<file path="config.mk">
export PLATFORM = sky130hd
export DESIGN_NAME = rf_wb_arbiter
export DESIGN_NICKNAME = d
export VERILOG_FILES = /design/src/rtl/mips_lite_pkg.sv /design/src/rtl/rf_scoreboard.sv /design/src/rtl/rf_wb_arbiter.sv
export SDC_FILE = /design/constraint.sdc
export NUM_CORES = 1
export LEC_CHECK = 0
export ABC_AREA = 1
export BUFFER_PORTS_ARGS = -buffer_cell sky130_fd_sc_hd__buf_2
export CAP_MARGIN = 10
export CORE_UTILIZATION = 44
export DETAILED_ROUTE_END_ITERATION = 10
export GPL_TIMING_DRIVEN = 0
export PLACE_DENSITY = 0.78
export SKIP_CTS_REPAIR_TIMING = 1
export SYNTH_ARGS = -nofsm -noshare
export SYNTH_HDL_FRONTEND = slang
export SYNTH_SLANG_ARGS = --single-unit
</file>
<file path="constraint.sdc">
create_clock -name clk -period 2.4 [get_ports clk]
set_clock_uncertainty 0.15 [all_clocks]
set_input_delay 0.72 -clock clk [delete_from_list [all_inputs] [get_ports clk]]
set_output_delay 0.72 -clock clk [all_outputs]
set_load 0.01 [all_outputs]
</file>
<file path="src/rtl/mips_lite_pkg.sv">
// mips_lite_pkg: shared register-file widths and index/data types.
package mips_lite_pkg;
    localparam int REG_AW   = 5;
    localparam int DATA_W   = 32;
    localparam int NUM_REGS = 32;
    typedef logic [REG_AW-1:0] reg_idx_t;
    typedef logic [DATA_W-1:0] word_t;
endpackage

</file>
<file path="src/rtl/rf_scoreboard.sv">
// rf_scoreboard: per-register busy bits for results still owed by the long-latency unit.
//   clk, reset_n             clock, async active-low reset
//   set_i / set_idx_i        mark a register busy (new long op issued)
//   clr_i / clr_idx_i        mark a register free (long result committed)
//   rd0/1/2_idx_i            three lookup indices
//   rd_busy_o                busy bit for each lookup, bit k for rdk_idx_i
module rf_scoreboard
    import mips_lite_pkg::*;
#(
    parameter int NREGS = NUM_REGS,
    parameter int AW    = REG_AW
) (
    input  logic          clk,
    input  logic          reset_n,
    input  logic          set_i,
    input  logic [AW-1:0] set_idx_i,
    input  logic          clr_i,
    input  logic [AW-1:0] clr_idx_i,
    input  logic [AW-1:0] rd0_idx_i,
    input  logic [AW-1:0] rd1_idx_i,
    input  logic [AW-1:0] rd2_idx_i,
    output logic [2:0]    rd_busy_o
);
    logic [NREGS-1:0] busy_q, busy_d, set_mask, clr_mask;

    // Set is applied after clear so a same-cycle set/clear leaves the new op outstanding;
    // r0 never holds a pending result.
    always_comb begin
        set_mask  = set_i ? (NREGS'(1) << set_idx_i) : '0;
        clr_mask  = clr_i ? (NREGS'(1) << clr_idx_i) : '0;
        busy_d    = (busy_q & ~clr_mask) | set_mask;
        busy_d[0] = 1'b0;
    end

    always_ff @(posedge clk or negedge reset_n)
        if (!reset_n) busy_q <= '0;
        else          busy_q <= busy_d;

    assign rd_busy_o = {busy_q[rd2_idx_i], busy_q[rd1_idx_i], busy_q[rd0_idx_i]};
endmodule

</file>
<file path="src/rtl/rf_wb_arbiter.sv">
// rf_wb_arbiter: owns the register-file write port, arbitrating pipeline writeback (A)
// against the long-latency unit (B), with a busy scoreboard and anti-starvation stall.
//   clk, reset_n                       clock, async active-low reset
//   a_we, a_rd, a_wd                   pipeline writeback (fixed priority, no back-pressure)
//   b_valid, b_rd, b_wd, b_ready       long-latency result handshake
//   iss_valid, iss_long, iss_rs1/rs2/rd, iss_fire   issue-stage lookup and issue event
//   hazard_stall                       issue operand/destination still owed by B
//   pipe_stall_req                     pipeline must hold A idle so B can drain
//   rf_we, rf_rd, rf_wd                register-file write port
module rf_wb_arbiter
    import mips_lite_pkg::*;
#(
    parameter int NREGS    = NUM_REGS,
    parameter int AW       = REG_AW,
    parameter int DW       = DATA_W,
    parameter int MAX_WAIT = 4
) (
    input  logic          clk,
    input  logic          reset_n,
    input  logic          a_we,
    input  logic [AW-1:0] a_rd,
    input  logic [DW-1:0] a_wd,
    input  logic          b_valid,
    input  logic [AW-1:0] b_rd,
    input  logic [DW-1:0] b_wd,
    output logic          b_ready,
    input  logic          iss_valid,
    input  logic          iss_long,
    input  logic [AW-1:0] iss_rs1,
    input  logic [AW-1:0] iss_rs2,
    input  logic [AW-1:0] iss_rd,
    input  logic          iss_fire,
    output logic          hazard_stall,
    output logic          pipe_stall_req,
    output logic          rf_we,
    output logic [AW-1:0] rf_rd,
    output logic [DW-1:0] rf_wd
);
    localparam int WCW = $clog2(MAX_WAIT + 1);

    logic           a_act, b_acc;
    logic [2:0]     rd_busy;
    logic [WCW-1:0] wcnt_q, wcnt_d;
    logic           psr_q, psr_d;

    // A write to r0 is a no-op, so it does not consume the port.
    assign a_act   = a_we && a_rd != '0;
    assign b_ready = reset_n && b_valid && !a_act;
    assign b_acc   = b_valid && b_ready;

    assign rf_we = reset_n && (a_act || (b_acc && b_rd != '0));
    assign rf_rd = !reset_n ? '0 : a_act ? a_rd : b_valid ? b_rd : '0;
    assign rf_wd = !reset_n ? '0 : a_act ? a_wd : b_valid ? b_wd : '0;

    rf_scoreboard #(.NREGS(NREGS), .AW(AW)) u_sb (
        .clk       (clk),
        .reset_n   (reset_n),
        .set_i     (iss_fire && iss_long),
        .set_idx_i (iss_rd),
        .clr_i     (b_acc),
        .clr_idx_i (b_rd),
        .rd0_idx_i (iss_rs1),
        .rd1_idx_i (iss_rs2),
        .rd2_idx_i (iss_rd),
        .rd_busy_o (rd_busy)
    );

    assign hazard_stall = reset_n && iss_valid && |rd_busy;

    // The stall request is held until B is actually accepted, not merely until wcnt drops.
    always_comb begin
        wcnt_d = (b_valid && !b_ready) ? (wcnt_q == WCW'(MAX_WAIT) ? wcnt_q : wcnt_q + WCW'(1)) : '0;
        psr_d  = b_acc ? 1'b0 : (wcnt_d >= WCW'(MAX_WAIT)) ? 1'b1 : psr_q;
    end

    always_ff @(posedge clk or negedge reset_n)
        if (!reset_n) begin
            wcnt_q <= '0;
            psr_q  <= 1'b0;
        end else begin
            wcnt_q <= wcnt_d;
            psr_q  <= psr_d;
        end

    assign pipe_stall_req = psr_q;
endmodule

</file>
---- Yosys cells after proc, flatten, opt, wreduce, memory -nomap -nowiden ----
Cells that the tools add are included.
word-level totals
  register bits after elaboration ......... 35
  output and inout bits ................... 41
operators by class
  add/sub/neg operators ................... 1
  magnitude comparators ................... 4
  equal/unequal tests ..................... 1
  shifts and indexed selects .............. 2
  muxes and demuxes ....................... 18
  bitwise operators ....................... 3
  reduce and logical (&&, ||, !) cells .... 17
operators with widths
  kind                  number
  $mux 32               5
  $shl 1x5->32 const A  2
  $and 32x32->32        1
  $not 32->32           1
  $or 32x32->32         1
  $lt 5x6->1 const B    3
  $bmux 1 s5            3
  $mux 5                3
  $logic_and 1x1->1     10
  $reduce_bool 5->1     2
  $mux 3                2
  $mux 1                5
  $add 3x1->3 const B   1
  $eq 3x3->1 const B    1
  $ge 3x3->1 const B    1
  $reduce_or 3->1       1
  $logic_not 1->1       2
  $reduce_bool 2->1     1
  $logic_or 1x1->1      1

---- Logic depth before layout (Yosys ltp) ----
Gate-level depths: netlist of the first run.
  depth in word-level cells ............... 10
  depth in mapped cells ................... 13

---- By module ----
A second synthesis of the first run with hierarchy kept.
unflattened totals
  cells, all modules ...................... 551
  area, all modules ....................... 3550.9 um2
modules (own cells, without submodules)
  module         times used  cells each  area an instance (um2)
  rf_scoreboard  1           388         2444.8
  rf_wb_arbiter  1           163         1106.1

---- Worst setup path after synthesis of the first run ----
OpenSTA, ideal clock, no wires.
  path kind ............................... input -> output
  start ................................... input iss_rs1[0]
  end ..................................... output hazard_stall
  arrival time ............................ 1.703 ns
  required time ........................... 1.530 ns
  setup slack ............................. -0.173 ns
  cell stages on the path ................. 13
  path buffers ............................ 2
  cells stage by stage .................... buf_2 > inv_2 > buf_4 > nand2_1 > nand3_1 > nand3_1 > nand2_1 > nand2_1 > nand3_1 > nand2_1 > nand2_1 > nor2_1 > nor2_1
on the way
  longest elaborated chain between the ends .. 4
RTL lines
  element                       line                 RTL
  start: declaration            rf_wb_arbiter.sv:29  input logic [AW-1:0] iss_rs1,
  $bmux 1 s5                    rf_scoreboard.sv:39  assign rd_busy_o = {busy_q[rd2_idx_i], busy_q[rd1_idx_i], busy_q[rd0_idx_i]};
  $mux 1 (not written as such)  rf_scoreboard.sv:39
  $reduce_or 3->1               rf_wb_arbiter.sv:68  assign hazard_stall = reset_n && iss_valid && |rd_busy;
  $logic_and 1x1->1             rf_wb_arbiter.sv:68
  end: declaration              rf_wb_arbiter.sv:33  output logic hazard_stall,
No other way between the ends. The select of a mux whose other input is x is not followed.

---- Worst setup path in the final report of the first run ----
  start ................................... input a_rd[4]
  end ..................................... output rf_wd[20]
on the way
  longest elaborated chain between the ends .. 4
RTL lines
  element               line                 RTL
  start: declaration    rf_wb_arbiter.sv:21  input logic [AW-1:0] a_rd,
  $reduce_bool 5->1     rf_wb_arbiter.sv:47  assign a_act = a_we && a_rd != '0;
  $logic_and 1x1->1     rf_wb_arbiter.sv:47
  $mux 32 (2 in a row)  rf_wb_arbiter.sv:53  assign rf_wd = !reset_n ? '0 : a_act ? a_wd : b_valid ? b_wd : '0;
  end: declaration      rf_wb_arbiter.sv:37  output logic [DW-1:0] rf_wd
No other way between the ends.

==> impl_metrics.csv, run 1 <==
group,metric,value,unit
run_status,status,"finished with violations",
run_status,failed_checks,"negative setup slack",
sta,fin_ws,-0.397,ns
route,vias_per_cell,5.76,
route,met1Wirelength,5.19,mm
pwr,p_per_area,494,nW/um^2
die,core-area,6790,sq um
pwr,leakage,2.33,nW
critical_path,critPathRequiredTime,1.53,ns
grt,gr-total-overflow,0,
logic_synthesis,netlist_instances,489,
sta,worst_pin_slew,0.449,ns
sta,rsz0062_at_grt,"true",
placed_design,place_ws,-1.06,ns
critical_path,r2r_end,"pipe_stall_req",
finish,multi_input_area,1940,sq um
critical_path,cp_data_arrival_time,1.93,ns
critical_path,r2r_slack,1.13,ns
critical_path,r2r_cells,6,
hold_path,hold_path.class,"in2async",
logic_synthesis,async_flop_share,100,%
finish,layout_common_cells,"buf_2 (119), nand2_1 (111), nand3_1 (69)",
placed_design,place_congestion,0.944,
grt,grt.total_usage,31.3,%
finish,regArea,876,sq um
logic_synthesis,synth_top_flop_cell,"dfrtp_1",
logic_synthesis,yosysUniqueCellTypes,23,
sta,setup_viol,40,
die,initial_utilization,45.5,%
critical_path,worstSetupStartpoint,"a_rd[4]",
route,ant_nets,0,
sta,slew-limit-headroom,70.0,%
sta,fmax,358,MHz
critical_path,reg2reg_from,"wcnt_q[0]",
finish,antenna_cells,0,
route,routed_wl,12.6,mm
clock_network,cts.sinks,35,
critical_path,worstSetupPathType,"in2out",
die,dieArea,7360,sq um
pwr,finalPower,2.26,mW
finish,fin_area,4570,sq um
clock_network,numCtsBuffers,5,
finish,final_core_util,67.3,%
finish,final_common_cell,"buf_2",
finish,final_nets,741,
logic_synthesis,synth_fp_nets,587,
sta,slew_violations,0,
critical_path,cp-endpoint,"rf_wd[20]",
sta,hold_viol_final,0,
grt,grt_pass1_vias,3701,
logic_synthesis,synth-edff-count,0,
route,wire_per_inst,17.0,microns
die,fp.dieW,85.8,microns
logic_synthesis,synth_area_per_cell,6.31,sq um
route,drt_iter0_markers,398,
clock_network,cts.reportedPaths.clkPinSlew,0.07,ns
clock_network,cts_buffer_depth,2,
route,drc,0,
die,die_y,85.8,microns
placed_design,numPortBuffers,128,
route,via_count,4264,
grt,antenna_found_initial,0,
pwr,ir_worst_vdd,0.524,mV
logic_synthesis,synth_seq_cells,35,
finish,syn2layout_area_growth,48.1,%
die,io_pins,137,
grt,grt_start_max_net_pins,40,
clock_network,clk_latency,0.29,ns
route,dr.max_layer_used,"met4",
route,firstDrtPassIters,6,
logic_synthesis,syn-cell-area,3090,sq um
route,routed-wl-met3,1.16,mm
finish,drive_gt1_share,32.6,%
finish,fillers,560,
sta,fin_crit,2.80,ns
clock_network,cts-root-buf,"clkbuf_8",
logic_synthesis,yosys_warnings,0,
clock_network,h-tree-depth,2,
placed_design,placed_area,3940,sq um
grt,grt_pass1_wl,18.1,mm
critical_path,critPathMaxFanout,8,
die,num_rows,30,
flow_run,drv_cap,0,
sta,finalCritPeriodShare,117,%
logic_synthesis,ys_seq_area_share,28.4,%
critical_path,crit_path_start_kind,"primary input",
placed_design,dp_hpwl,8.94,mm
critical_path,critPathCaptureType,"output port",
clock_network,cts_tree,"built",
route,wl_met2,5.96,mm
## power by group
| part | leakage [nW] | internal [mW] | switching [mW] | total, mW |
|---|---|---|---|---|
| clock | 0.0612 | 0.336 | 0.224 | 0.560 |
| combinational | 1.82 | 0.371 | 0.488 | 0.859 |
| sequential | 0.445 | 0.707 | 0.132 | 0.839 |
## kinds of logic after synthesis
| kind of cell | after synthesis | share of synthesized area (%) |
|---|---|---|
| fa+ha+maj | 2 | 0.810 |
| compound gates | 112 | 23.5 |
| buf+inv | 91 | 12.0 |
| flops | 35 | 28.4 |
| simple gates | 248 | 35.1 |
| xor+xnor | 1 | 0.284 |
## layer usage
metal	vias to the layer above	track usage, %
met2	266	51.9
met5	-	0
li1	1980	-
met1	1993	43.4
met3	25	4.72
met4	0	6.52
## area by class of cell
class / instances / share of cell area (%)
clock inverter: 2 / 0.766
inverter: 63 / 5.61
clock buffer: 6 / 1.81
buffer: 28 / 5.75
multi-input combinational: 363 / 42.4
tap: 96 / 2.63
sequential: 35 / 19.2
timing repair buffer: 147 / 21.9
## cells in the mapped netlist, types with 2 or more instances
cell type / count / area (sq um)
nand3_1: 73 / 365
inv_2: 4 / 15.0
a21oi_1: 4 / 20.0
nand2_1: 115 / 432
nand4_1: 13 / 81.3
clkinv_1: 3 / 11.3
clkbuf_1: 11 / 41.3
buf_1: 2 / 7.51
ha_1: 2 / 25.0
o21ai_1: 9 / 45.0
nand2_2: 5 / 31.3
a32o_1: 32 / 320
buf_2: 13 / 65.1
inv_1: 56 / 210
nor2_1: 41 / 154
dfrtp_1: 35 / 876
o21ai_0: 65 / 325
## how the worst min path moves through the flow
| stage | from | end | slack (ns) | depth (start not counted) |
|---|---|---|---|---|
| final | reset_n | u_sb.busy_q[12] | 0.11 | 1 |
| after global routing | reset_n | u_sb.busy_q[8] | 0.12 | 1 |
| after CTS | pipe_stall_req | pipe_stall_req | 0.35 | 2 |
| after detailed placement | pipe_stall_req | pipe_stall_req | 0.33 | 2 |
| after global placement | pipe_stall_req | pipe_stall_req | 0.32 | 2 |
| after floorplan | reset_n | pipe_stall_req | 0.27 | 0 |
## worst max-delay path: stages
cell      delay, ns
buf_2          0.10
inv_1          0.10
nand3_2        0.09
nand2_2        0.10
clkinv_4       0.10
nor2_8         0.20
buf_6          0.15
buf_6          0.11
a32o_1         0.13
buf_2          0.13
## registers in the layout (all words and copies together), names as in the netlist
register and flops:
pipe_stall_req 1, u_sb.busy_q 31, wcnt_q 3
## per-stage QoR
stage	hold slack (ns)	setup TNS [ns]	instances
global placement	0.322	-48.43	713
floorplan	0.274	-0.0728	489
CTS	0.348	-42.10	721
global route	0.118	-14.76	740
finish	0.107	-13.29	740
detailed placement	0.330	-51.52	713
No activity file was read; power rests on OpenSTA's default activity.
==> run 2, diff against run 1 <==
--- a/config.mk
+++ b/config.mk
@@ -8,10 +8,11 @@
 export ABC_AREA = 1
 export BUFFER_PORTS_ARGS = -buffer_cell sky130_fd_sc_hd__buf_2
 export CAP_MARGIN = 10
-export CORE_UTILIZATION = 44
+export CORE_UTILIZATION = 52
 export DETAILED_ROUTE_END_ITERATION = 10
 export GPL_TIMING_DRIVEN = 0
-export PLACE_DENSITY = 0.78
+export PLACE_DENSITY = 0.87
+export RECOVER_POWER = 100
 export SKIP_CTS_REPAIR_TIMING = 1
 export SYNTH_ARGS = -nofsm -noshare
 export SYNTH_HDL_FRONTEND = slang
==> constraint.sdc (replaced) <==
create_clock -name clk -period 3.3 [get_ports clk]
set_clock_uncertainty 0.15 [all_clocks]
set_input_delay 0.99 -clock clk [delete_from_list [all_inputs] [get_ports clk]]
set_output_delay 0.99 -clock clk [all_outputs]
set_load 0.01 [all_outputs]
==> run 2 against run 1 <==
- the run still ends with negative setup slack left
- total power shrank 29%
- combinational power shrank 31%
- core utilization grew 8.3 points
- setup slack gained 0.30 ns
- critical path depth grew 3
- sequential cell count is the same
- largest cell class unchanged
- global-route usage grew 7.5 points
- first-iteration DRC count shrank 5.8%
- count of clock-buffer cells in the layout shrank 1
==> impl_metrics.csv, run 2 (synthesized netlist as in run 1, its figures left out) <==
group,metric,value,unit
critical_path,crit_chain,"buf_6 > buf_4 > nand2_1 > nand3_2 > nand3_1 > nand2_1 > nand2_1 > nand3_1 > nand2_1 > nand2_2 > nor2_4 > nor2_1 > buf_2",
critical_path,r2r_end,"pipe_stall_req",
sta,hold_viol_final,0,
finish,fin_area,4240,sq um
critical_path,cp_num_buf_inv,3,
sta,fin_ws,-0.0930,ns
finish,drive_gt1_share,29.9,%
sta,rsz0062_at_grt,"true",
finish,largest_register_ffs,31,
clock_network,cts.sinks,35,
clock_network,cts-root-buf,"clkbuf_8",
clock_network,numCtsBuffers,5,
die,initial_utilization,55.1,%
pwr,ir_worst_vdd,0.323,mV
finish,final_core_util,75.6,%
critical_path,crit_path_max_incr_delay,0.17,ns
grt,gr-total-overflow,0,
die,core-area,5610,sq um
sta,slew-limit-headroom,67.7,%
finish,antenna_cells,0,
finish,regArea,876,sq um
clock_network,h-tree-depth,2,
die,io_pins,137,
die,num_rows,27,
placed_design,place_ws,-0.832,ns
route,drc,0,
run_status,failed_checks,"negative setup slack",
critical_path,slowest_stage,"buf_4",
die,die_y,79.1,microns
critical_path,crit_family,"simple AND/OR/NAND/NOR gates",
critical_path,cp_data_arrival_time,2.25,ns
route,drt_iter0_markers,375,
critical_path,worstSetupPathType,"in2out",
grt,antenna_found_initial,0,
placed_design,placed_area,3820,sq um
pwr,p_per_area,377,nW/um^2
sta,finalSetupTns,-0.175,ns
pwr,finalPower,1.60,mW
sta,fmax,295,MHz
critical_path,crit_path_start_kind,"primary input",
route,vias_per_cell,6.18,
hold_path,hold_path.class,"in2async",
sta,slew_violations,0,
critical_path,critPathCaptureType,"output port",
die,fp.dieW,79.1,microns
flow_run,drv_cap,0,
grt,grt_pass1_vias,3733,
sta,finalCritPeriodShare,103,%
critical_path,path_common_cell,"nand2_1",
finish,layout_common_cells,"buf_2 (121), nand2_1 (113), o21ai_0 (68)",
clock_network,cts.reportedPaths.clkPinSlew,0.07,ns
grt,grt.total_usage,38.7,%
placed_design,dp_hpwl,9.53,mm
critical_path,critPathRequiredTime,2.16,ns
clock_network,clk_latency,0.30,ns
sta,setup_viol,4,
route,routed_wl,12.8,mm
sta,fin_crit,3.39,ns
sta,worst_pin_slew,0.484,ns
finish,regMostFlops,"u_sb.busy_q",
route,wire_per_inst,18.1,microns
route,ant_nets,0,
clock_network,cts_buffer_depth,2,
critical_path,r2r_slack,2.00,ns
finish,fillers,443,
critical_path,reg2reg_from,"wcnt_q[0]",
critical_path,r2r_cells,6,
clock_network,cts_tree,"built",
grt,grt_start_max_net_pins,40,
route,firstDrtPassIters,6,
run_status,status,"finished with violations",
pwr,leakage,2.17,nW
finish,syn2layout_area_growth,37.3,%
die,dieArea,6250,sq um
critical_path,critPathMaxFanout,10,
finish,multi_input_area,1910,sq um
finish,final_common_cell,"buf_2",
route,via_count,4370,
finish,final_nets,732,
grt,grt_pass1_wl,18.5,mm
placed_design,place_congestion,0.945,
placed_design,numPortBuffers,128,
## run 2: cell types whose count changed in the layout (fill, tap and decap cells not counted), sizes merged
cell	change
buf	-11
inv	-1
clkbuf	+1
clkinvlp	+2
## run 2: how the worst max path moves through the flow
stage	start	end	slack, ns	cells past startpoint
4_1_cts	reset_n	rf_wd[30]	-0.83	6
5_1_grt	iss_rd[2]	hazard_stall	-0.20	11
3_3_place_gp	reset_n	rf_wd[30]	-0.79	6
6_report	iss_rs1[0]	hazard_stall	-0.09	13
2_1_floorplan	iss_rs1[0]	hazard_stall	0.19	13
3_5_place_dp	reset_n	rf_wd[30]	-0.83	6
## run 2: stage by stage
stage / instances / hold slack (ns)
final: 707 / 0.368
after detailed placement: 689 / 0.334
after global placement: 689 / 0.328
after global routing: 707 / 0.379
after floorplan: 489 / 0.312
after CTS: 697 / 0.360
## run 2: power breakdown
part / switching, mW / internal [mW]
Combinational: 0.359 / 0.238
Sequential: 0.0948 / 0.514
Clock: 0.168 / 0.225
Total: 0.621 / 0.977
## run 2: area by class of cell
| cell class | instances | share of cell area [%] |
|---|---|---|
| inverter | 63 | 5.93 |
| clock inverter | 3 | 1.03 |
| tap | 72 | 2.13 |
| multi-input combinational | 363 | 45.0 |
| buffer | 28 | 5.55 |
| sequential | 35 | 20.7 |
| timing repair buffer | 138 | 18.1 |
| clock buffer | 5 | 1.62 |
## run 2: layer usage
metal / track usage, % / routed length (microns)
met1: 48.1 / 4680
met3: 6.78 / 1380
met4: 17.5 / 548
met2: 65.3 / 6160
met5: 0 / 0
==> run 3, diff against run 2 <==
--- a/config.mk
+++ b/config.mk
@@ -13,6 +13,7 @@
 export GPL_TIMING_DRIVEN = 0
 export PLACE_DENSITY = 0.87
 export RECOVER_POWER = 100
+export SETUP_SLACK_MARGIN = 0.4
 export SKIP_CTS_REPAIR_TIMING = 1
 export SYNTH_ARGS = -nofsm -noshare
 export SYNTH_HDL_FRONTEND = slang
==> run 3 against run 2 <==
- the run still ends with negative setup slack left
- non-clock buffer count is 1 higher
- routed wire length grew 10%
- global-route usage is essentially flat
- sequential share of layout area decreased by 0.93 points
- largest power group is now combinational logic
==> impl_metrics.csv, run 3 (synthesized netlist as in run 1, its figures left out) <==
group,metric,value,unit
die,core-area,5610,sq um
placed_design,numPortBuffers,128,
finish,fillers,380,
flow_run,drv_cap,0,
finish,regMostFlops,"u_sb.busy_q",
die,fp.dieW,79.1,microns
route,vias_per_cell,6.48,
route,wire_per_inst,19.9,microns
route,routed_wl,14.1,mm
pwr,leakage,2.27,nW
finish,drive_gt1_share,32.4,%
die,die_y,79.1,microns
clock_network,cts-root-buf,"clkbuf_8",
clock_network,h-tree-depth,2,
die,initial_utilization,55.1,%
run_status,failed_checks,"negative setup slack",
route,ant_nets,0,
placed_design,dp_hpwl,9.62,mm
finish,fin_area,4440,sq um
sta,slew-limit-headroom,67.5,%
run_status,status,"finished with violations",
critical_path,critPathCaptureType,"output port",
die,dieArea,6250,sq um
placed_design,place_congestion,0.950,
finish,multi_input_area,1930,sq um
sta,hold_viol_final,0,
route,firstDrtPassIters,6,
clock_network,cts.sinks,35,
finish,layout_common_cells,"nand2_1 (111), buf_2 (102), nand3_1 (73)",
grt,gr-total-overflow,0,
finish,final_common_cell,"nand2_1",
finish,largest_register_ffs,31,
sta,fin_ws,-0.124,ns
sta,fin_crit,3.42,ns
die,num_rows,27,
finish,regArea,876,sq um
clock_network,numCtsBuffers,5,
die,io_pins,137,
grt,grt_pass1_vias,3801,
finish,final_nets,733,
grt,grt.total_usage,38.7,%
route,drt_iter0_markers,600,
critical_path,r2r_slack,1.96,ns
sta,fmax,292,MHz
grt,grt_start_max_net_pins,40,
grt,grt_pass1_wl,18.5,mm
route,via_count,4589,
sta,worst_pin_slew,0.488,ns
grt,antenna_found_initial,0,
pwr,p_per_area,370,nW/um^2
critical_path,critPathRequiredTime,2.16,ns
clock_network,cts_buffer_depth,2,
route,drc,0,
hold_path,hold_path.class,"in2async",
clock_network,cts_tree,"built",
sta,slew_violations,0,
clock_network,cts.reportedPaths.clkPinSlew,0.07,ns
finish,antenna_cells,0,
placed_design,placed_area,3920,sq um
sta,rsz0062_at_grt,"true",
critical_path,crit_path_start_kind,"primary input",
sta,finalCritPeriodShare,104,%
pwr,ir_worst_vdd,0.376,mV
critical_path,worstSetupPathType,"in2out",
sta,setup_viol,8,
critical_path,cp_data_arrival_time,2.28,ns
sta,finalSetupTns,-0.385,ns
critical_path,critPathMaxFanout,10,
finish,syn2layout_area_growth,43.8,%
clock_network,clk_latency,0.29,ns
run 3: changes by cell type in the layout (fill, tap and decap cells not counted), moves of 6 or more:
| cell | change |
|---|---|
| clkbuf_2 | +12 |
| nand3_2 | -7 |
| buf_2 | -19 |
| nand3_1 | +7 |
| buf_6 | +6 |
| a32o_1 | -6 |
| a32o_2 | +6 |
| o21ai_2 | +6 |
run 3: power by group:
part | total (mW) | switching (mW) | leakage, nW | internal [mW]
Sequential | 0.611 | 0.0968 | 0.445 | 0.514
Combinational | 0.643 | 0.382 | 1.77 | 0.261
Clock | 0.390 | 0.165 | 0.0581 | 0.225
Total | 1.64 | 0.644 | 2.27 | 0.999
run 3: layout make-up:
cell class                 instances  share of cell area [%]
timing repair buffer             139                    20.4
tap                               72                    2.03
inverter                          63                    5.98
clock buffer                       5                    1.55
clock inverter                     3                   0.986
buffer                            28                    5.81
sequential                        35                    19.7
multi-input combinational        363                    43.5
run 3: critical path, stage by stage:
cell	delay [ns]
clkbuf_4	0.16
buf_6	0.15
nor2_1	0.20
a21oi_1	0.12
nand3_1	0.09
nand3_1	0.07
nand2_1	0.07
nand2_1	0.06
nand2_2	0.09
nor2_4	0.05
nor2_2	0.08
buf_2	0.13
run 3: layer usage:
| metal | track usage [%] | wire length [microns] | vias up |
|---|---|---|---|
| met4 | 12.2 | 826 | 0 |
| met2 | 67.6 | 6620 | 460 |
| met5 | 0 | 0 | - |
| met1 | 47.6 | 4920 | 2067 |
| met3 | 7.82 | 1730 | 96 |
| li1 | - | - | 1966 |
run 3: through the flow:
step	power (mW)	hold WS (ns)	std cells	setup WS [ns]	util (%)
finish	1.64	0.376	708	-0.124	79.2
global route	1.72	0.382	708	-0.163	79.2
CTS	1.53	0.386	697	-0.642	71.9
detailed placement	1.15	0.359	689	-0.636	69.9
global placement	1.13	0.332	689	-0.640	69.9
floorplan	0.922	0.312	489	0.287	-
run 3: final timing paths:
path	from	endpoint	cells after the start
worst max-delay path	iss_rd[0]	hazard_stall	12
min in group clk	pipe_stall_req	pipe_stall_req	2
worst min register to register	pipe_stall_req	pipe_stall_req	2
max in group asynchronous	reset_n	u_sb.busy_q[5]	1
worst min-delay path	reset_n	wcnt_q[2]	1
worst max register to register	wcnt_q[0]	pipe_stall_req	6
